**config.mk**
```make
export PLATFORM = sky130hd
export DESIGN_NAME = menu_nav_controller
export DESIGN_NICKNAME = d
export VERILOG_FILES = /design/src/rtl/menu_pkg.sv /design/src/rtl/btn_event_det.sv /design/src/rtl/menu_nav_controller.sv
export SDC_FILE = /design/constraint.sdc
export NUM_CORES = 1
export LEC_CHECK = 0
export ABC_AREA = 1
export BUFFER_PORTS_ARGS = -buffer_cell sky130_fd_sc_hd__buf_2
export CORE_MARGIN = 10
export CORE_UTILIZATION = 54
export CTS_BUF_LIST = sky130_fd_sc_hd__clkbuf_8
export DETAILED_ROUTE_END_ITERATION = 10
export PLACE_DENSITY = 0.87
export SETUP_SLACK_MARGIN = 0.05
export SYNTH_ARGS = -nofsm -noshare
export SYNTH_HDL_FRONTEND = slang
export SYNTH_HIERARCHICAL = 1
export SYNTH_SLANG_ARGS = --single-unit
```
**constraint.sdc**
```tcl
create_clock -name clk -period 1.5 [get_ports clk]
set_input_delay 0.15 -clock clk [delete_from_list [all_inputs] [get_ports clk]]
set_output_delay 0.15 -clock clk [all_outputs]
set_load 0.01 [all_outputs]
```
**src/rtl/menu_pkg.sv**
```systemverilog
// menu_pkg: shared mode encoding, button indices and width helper for the
// menu navigation controller.
package menu_pkg;

  // Controller modes as seen on the mode output.
  typedef enum logic [1:0] {
    BROWSE = 2'd0,
    EDIT   = 2'd1,
    COMMIT = 2'd2
  } mode_t;

  // Button indices, listed from highest to lowest priority.
  localparam int BTN_BACK = 0;
  localparam int BTN_SEL  = 1;
  localparam int BTN_UP   = 2;
  localparam int BTN_DOWN = 3;
  localparam int NUM_BTNS = 4;

  // Index width for n items: max(1, clog2(n)).
  function automatic int idx_width(input int n);
    return ($clog2(n) < 1) ? 1 : $clog2(n);
  endfunction

endpackage

```
**src/rtl/btn_event_det.sv**
```systemverilog
// btn_event_det: 2-FF synchroniser plus rising-edge detector for one raw,
// externally debounced push-button. A raw high sampled at edge N produces
// a one-cycle event_pulse in the cycle after edge N+2. level is the
// synchronised button level.
module btn_event_det (
  input  logic clk,
  input  logic reset,
  input  logic btn_raw,
  output logic level,
  output logic event_pulse
);

  logic sync_q1;
  logic sync_q2;
  logic prev_q;

  // Synchroniser chain, previous-level register and registered edge pulse.
  always_ff @(posedge clk) begin
    if (reset) begin
      // Idle means "seen as already held": a button held through reset must
      // be released and pressed again before it can produce an event.
      sync_q1     <= 1'b1;
      sync_q2     <= 1'b1;
      prev_q      <= 1'b1;
      event_pulse <= 1'b0;
    end else begin
      // NOTE: non-blocking assignments make each stage take the previous
      // stage's pre-edge value, giving a true shift chain.
      sync_q1     <= btn_raw;
      sync_q2     <= sync_q1;
      prev_q      <= sync_q2;
      event_pulse <= sync_q2 & ~prev_q;
    end
  end

  assign level = sync_q2;

endmodule

```
**src/rtl/menu_nav_controller.sv**
```systemverilog
// menu_nav_controller: turns four push-buttons into prioritised events and
// runs the browse/edit/commit sequencer that writes item values downstream
// over a valid/ready handshake.
// Build macro MENU_AUTOREPEAT_EN: when defined, holding up/down in BROWSE or
// EDIT generates repeat events after HOLD_CYCLES, then every REPEAT_CYCLES.
module menu_nav_controller
  import menu_pkg::*;
#(
  parameter int  NUM_ITEMS     = 4,
  parameter int  VAL_W         = 4,
  parameter int  MAX_VAL       = 15,
  parameter int  HOLD_CYCLES   = 50_000_000,
  parameter int  REPEAT_CYCLES = 10_000_000,
  localparam int IDX_W         = idx_width(NUM_ITEMS)
) (
  input  logic             clk,
  input  logic             reset,
  input  logic             btn_up,
  input  logic             btn_down,
  input  logic             btn_sel,
  input  logic             btn_back,
  output logic [1:0]       mode,
  output logic [IDX_W-1:0] item_idx,
  output logic [VAL_W-1:0] edit_val,
  output logic             cfg_valid,
  output logic [IDX_W-1:0] cfg_addr,
  output logic [VAL_W-1:0] cfg_data,
  input  logic             cfg_ready
);

  localparam logic [IDX_W-1:0] LAST_IDX = IDX_W'(NUM_ITEMS - 1);
  localparam logic [VAL_W-1:0] MAX_V    = VAL_W'(MAX_VAL);

  // Reject parameter sets the datapath cannot represent.
  if (NUM_ITEMS < 2 || MAX_VAL < 0 || MAX_VAL > (2 ** VAL_W) - 1 ||
      HOLD_CYCLES < 1 || REPEAT_CYCLES < 1 || REPEAT_CYCLES > HOLD_CYCLES)
  begin : g_param_check
    $error("menu_nav_controller: illegal parameter combination");
  end

  // ---------------------------------------------------------------------
  // Button event generation
  // ---------------------------------------------------------------------
  logic [NUM_BTNS-1:0] btn_raw;
  logic [NUM_BTNS-1:0] btn_level;
  logic [NUM_BTNS-1:0] btn_press;
  logic [NUM_BTNS-1:0] btn_evt;

  assign btn_raw[BTN_BACK] = btn_back;
  assign btn_raw[BTN_SEL]  = btn_sel;
  assign btn_raw[BTN_UP]   = btn_up;
  assign btn_raw[BTN_DOWN] = btn_down;

  for (genvar i = 0; i < NUM_BTNS; i++) begin : g_det
    btn_event_det u_det (
      .clk        (clk),
      .reset      (reset),
      .btn_raw    (btn_raw[i]),
      .level      (btn_level[i]),
      .event_pulse(btn_press[i])
    );
  end

  // ---------------------------------------------------------------------
  // Sequencer state
  // ---------------------------------------------------------------------
  mode_t            mode_q, mode_n;
  logic [IDX_W-1:0] idx_q, idx_n;
  logic [IDX_W-1:0] addr_q, addr_n;
  logic [VAL_W-1:0] edit_q, edit_n;
  logic [VAL_W-1:0] data_q, data_n;
  logic             valid_q, valid_n;
  logic             shadow_we;
  logic [VAL_W-1:0] shadow_q [NUM_ITEMS];

`ifdef MENU_AUTOREPEAT_EN
  // ---------------------------------------------------------------------
  // Auto-repeat for up/down
  // ---------------------------------------------------------------------
  localparam int               CNT_W    = $clog2(HOLD_CYCLES + 1);
  localparam logic [CNT_W-1:0] HOLD_C   = CNT_W'(HOLD_CYCLES);
  localparam logic [CNT_W-1:0] RELOAD_C = CNT_W'(HOLD_CYCLES - REPEAT_CYCLES + 1);

  logic [NUM_BTNS-1:0] rpt_evt;
  logic                unused_level;

  for (genvar i = 0; i < 2; i++) begin : g_rpt
    localparam int B = (i == 0) ? BTN_UP : BTN_DOWN;
    logic [CNT_W-1:0] hold_cnt;

    // Hold counter: starts at the press event, reloads after each repeat so
    // the next one lands REPEAT_CYCLES later, clears on release, reset, any
    // mode change and throughout COMMIT.
    always_ff @(posedge clk) begin
      if (reset || !btn_level[B] || (mode_n != mode_q) || (mode_q == COMMIT)) begin
        hold_cnt <= '0;
      end else if (btn_press[B]) begin
        hold_cnt <= CNT_W'(1);
      end else if (hold_cnt == HOLD_C) begin
        hold_cnt <= RELOAD_C;
      end else if (hold_cnt != '0) begin
        hold_cnt <= hold_cnt + CNT_W'(1);
      end
    end

    assign rpt_evt[B] = btn_level[B] && (hold_cnt == HOLD_C) && (mode_q != COMMIT);
  end

  assign rpt_evt[BTN_BACK] = 1'b0;
  assign rpt_evt[BTN_SEL]  = 1'b0;
  assign btn_evt           = btn_press | rpt_evt;
  // back/sel levels have no consumer.
  assign unused_level      = btn_level[BTN_BACK] ^ btn_level[BTN_SEL];
`else
  logic unused_level;

  assign btn_evt      = btn_press;
  // Levels only feed the auto-repeat counters, absent in this build.
  assign unused_level = ^btn_level;
`endif

  // Next-state logic: one prioritised event per cycle (back > sel > up > down).
  always_comb begin
    // NOTE: every signal driven here gets a default first, so no path through
    // the case/if chain can leave one unassigned and infer a latch.
    mode_n    = mode_q;
    idx_n     = idx_q;
    edit_n    = edit_q;
    valid_n   = valid_q;
    addr_n    = addr_q;
    data_n    = data_q;
    shadow_we = 1'b0;

    case (mode_q)
      BROWSE: begin
        if (btn_evt[BTN_BACK]) begin
          // Nothing to leave; the event still masks lower priorities.
        end else if (btn_evt[BTN_SEL]) begin
          edit_n = shadow_q[idx_q];
          mode_n = EDIT;
        end else if (btn_evt[BTN_UP]) begin
          idx_n = (idx_q == LAST_IDX) ? '0 : idx_q + IDX_W'(1);
        end else if (btn_evt[BTN_DOWN]) begin
          idx_n = (idx_q == '0) ? LAST_IDX : idx_q - IDX_W'(1);
        end
      end

      EDIT: begin
        if (btn_evt[BTN_BACK]) begin
          mode_n = BROWSE;
        end else if (btn_evt[BTN_SEL]) begin
          valid_n = 1'b1;
          addr_n  = idx_q;
          data_n  = edit_q;
          mode_n  = COMMIT;
        end else if (btn_evt[BTN_UP]) begin
          if (edit_q < MAX_V) edit_n = edit_q + VAL_W'(1);
        end else if (btn_evt[BTN_DOWN]) begin
          if (edit_q != '0) edit_n = edit_q - VAL_W'(1);
        end
      end

      COMMIT: begin
        // Request held until accepted; buttons are ignored meanwhile.
        if (valid_q && cfg_ready) begin
          valid_n   = 1'b0;
          shadow_we = 1'b1;
          mode_n    = BROWSE;
        end
      end

      default: mode_n = BROWSE;
    endcase
  end

  // State, request and shadow registers.
  always_ff @(posedge clk) begin
    if (reset) begin
      mode_q  <= BROWSE;
      idx_q   <= '0;
      edit_q  <= '0;
      valid_q <= 1'b0;
      addr_q  <= '0;
      data_q  <= '0;
      // NOTE: the shadow array is small register storage that must read back
      // as zero after reset, so every entry is cleared explicitly.
      for (int i = 0; i < NUM_ITEMS; i++) shadow_q[i] <= '0;
    end else begin
      mode_q  <= mode_n;
      idx_q   <= idx_n;
      edit_q  <= edit_n;
      valid_q <= valid_n;
      addr_q  <= addr_n;
      data_q  <= data_n;
      if (shadow_we) shadow_q[addr_q] <= data_q;
    end
  end

  assign mode      = mode_q;
  assign item_idx  = idx_q;
  assign edit_val  = (mode_q == BROWSE) ? shadow_q[idx_q] : edit_q;
  assign cfg_valid = valid_q;
  assign cfg_addr  = addr_q;
  assign cfg_data  = data_q;

endmodule

```
==> metrics.yaml <==
place:
  io_buffers: 21
  globalplace.congestion: 0.805
  dpl.hpwl_mm: 3.21
critical_path:
  startpoint_type: "flop"
  critPathLaunch: "mode[0]"
  timing.rr.start: "mode[0]"
  required_ns: 1.49
  cp_cell_sequence: "inv_2 > nand2_1 > inv_2 > nand4_4 > nor2_4 > buf_4 > nor3b_4"
  worst_path_max_delay_cell: "dfxtp_2"
  crit_type: "flop to flop"
  end_kind: "flop"
  crit_fanout: 4
  timing.critical_path.mode_cell: "inv_2"
  max_stage_delay_ns: 0.34
  crit_arrival_ns: 1.48
floorplanning:
  die-area_um2: 6770
  start_util_pct: 56.4
  die_w_um: 82.3
  pin_count: 22
  fp-row-count: 22
  fp.dieH_um: 82.3
  core_um2: 3720
drt:
  wl_per_cell_um: 14.3
  final_antenna_net_count: 0
  wl_met2_mm: 2.37
  wl_mm: 4.76
  drt-vias-per-instance: 5.18
  drt_iter0_drc: 145
  num_vias: 1730
  top_layer: "met4"
  drc_errors: 0
  met1_length_mm: 1.88
  drtPass1Iterations: 4
  wl_met3_um: 379
clocking:
  cts_tree: "done"
  clk_pin_slew_ns: 0.09
  ctsRootBufferMaster: "clkbuf_8"
  cts_hold_buffers: 0
  cts_sinks: 49
  htreeDepth: 2
  numCtsBuffers: 5
  clockBufferDepth: 2
  clock_latency_ns: 0.31
grt:
  grt_usage_pct: 13.6
  grt_pass1_wl_mm: 7.04
  grt_max_degree: 17
  grt_overflow: 0
  grt_pass1_vias: 1553
  grt_antenna_before_repair: 0
timing:
  fin_skew_ns: 0.00747
  rsz0062_at_grt: "true"
  worst_pin_slew_ns: 0.322
  finalSetupTns_ns: 0
  relSlewSlack_pct: 78.5
  finalCritPeriodShare_pct: 99.4
  hold_viol_final: 0
  fmax_ghz: 0.671
  fin_crit_ns: 1.49
  maxSlewViolCount: 0
  setup_viol: 0
  timing.hold.ws_ns: 0.0201
pwr:
  seq_power_share_pct: 57.0
  p_leak_nw: 1.11
  p_comb_share_pct: 13.1
  power.density_nw_per_um2: 1030
  p_int_mw: 1.93
  ir_worst_vdd_mv: 0.805
  p_sw_mw: 0.675
  p_sw_share_pct: 26.0
  p_clk_share_pct: 29.8
outcome:
  status: "complete, no violations"
flow_run:
  maxCapViolations: 0
synthesis:
  netlist.area_leader.share_pct: 31.5
  synth_edf_count: 16
  ys_types: 26
  ys_ff_latch: 49
  synth_fp_nets: 263
  synth_area_um2: 2090
  synth_most_common_cell: "nand2_1"
  ys.flop_type: "dfxtp_1"
  synth_top_area_cell: "dfxtp_1"
  ys_async_sr_fraction_pct: 0
  avgSynthCellArea_um2: 8.34
  synth_common_cells: "nand2_1 (67), nor2_1 (40), dfxtp_1 (33)"
  syn_inst: 251
  ys_seq_area_share_pct: 54.5
  yosysWarnings: 6
  yosys-top-cells-area: "dfxtp_1 (32%), edfxtp_1 (23%), nand2_1 (12%), nor2_1 (7.2%), o21ai_0 (4.8%)"
final_layout:
  drive_gt1_share_pct: 24.8
  syn2layout_area_growth_pct: 20.1
  fin_nets: 297
  num_antenna_cells: 0
min_path:
  worstHoldStart: "btn_up"
  hold_class: "input port to flop"
## power by group through the flow
stage / Combinational [mW] / Sequential, mW / Clock [mW]
after floorplan: 0.210 / 1.49 / 0
after global placement: 0.296 / 1.50 / 0
after detailed placement: 0.305 / 1.51 / 0
after CTS: 0.319 / 1.48 / 0.781
after global routing: 0.385 / 1.49 / 0.824
final: 0.341 / 1.48 / 0.776
## state kept, by name, summed over array words and instances, names as in the netlist, named ones only
register	count
cfg_data	4
cfg_valid	1
mode	2
g_det.u_det/prev_q	4
g_det.u_det/event_pulse	4
g_det.u_det/level	4
edit_q	4
g_det.u_det/sync_q1	4
cfg_addr	2
shadow_q	16
item_idx	2
## per-layer routing
metal | vias to the layer above | GRT usage, %
li1 | 866 | -
met1 | 781 | 15.6
met2 | 72 | 22.6
met3 | 11 | 3.46
met4 | 0 | 7.31
met5 | - | 0
## area by class of cell
type | count | area, um^2
fillers | 296 | 1200
flip-flops and latches | 49 | 1150
repair buffers | 30 | 176
clock buffers | 6 | 82.6
inverters | 26 | 105
clock inverters | 2 | 7.51
well taps | 48 | 60.1
multi-input cells | 173 | 931
## placed cells by master (no fill, tap or decap), types with 2 or more instances in the layout
cell type / n
a21oi_1: 10
dfxtp_1: 26
nand3_1: 5
nor2_1: 39
buf_2: 21
xnor2_1: 2
o21ai_1: 4
nand2_1: 62
inv_2: 4
ha_1: 3
nand2_2: 2
nor2_4: 4
or2_1: 8
nand2_4: 5
clkbuf_8: 6
inv_1: 22
buf_4: 8
o21ai_2: 4
edfxtp_1: 16
dfxtp_2: 6
o21ai_0: 15
## kinds of logic after synthesis
family,Yosys count,synth area share [%]
simple gates,132,27.7
flops,49,54.5
compound gates,34,8.30
buf+inv,29,5.32
fa+ha+maj,5,3.35
xor+xnor,2,0.836
## metrics by stage
step                worst slack, ns  instances  utilization [%]  power, mW  area [um^2]
floorplan                    0.0727        251                -       1.70         2100
global placement             0.0641        323             61.8       1.80         2300
detailed placement         -0.00785        323             61.8       1.81         2300
CTS                          0.0279        331             65.1       2.58         2420
global route                -0.0456        334             67.7       2.70         2510
finish                      0.00865        334             67.7       2.60         2510
## worst max-delay path, delay by kind of cell (launching register included)
family | cells | cell delay [ns]
buffers and inverters | 3 | 0.27
flip-flops | 1 | 0.34
AND/OR/NAND/NOR | 4 | 0.57
## worst paths after layout
path	endpoint	slack, ns	cells after the start
setup / recovery	shadow_q[3][2]	0.009	7
setup reg to reg	shadow_q[3][2]	0.009	7
hold reg to reg	g_det[3].u_det/event_pulse	0.39	1
hold / removal	g_det[2].u_det/sync_q1	0.02	2
## what timing repair did
action | 4_1_cts | 5_1_grt
gates resized for setup | 11 | 25
pin swaps | 0 | 6
cloned | 0 | 0
endpoints found under the setup margin | 8 | 24
buffers inserted | 0 | 3
Power figures use the tool's default switching activity.
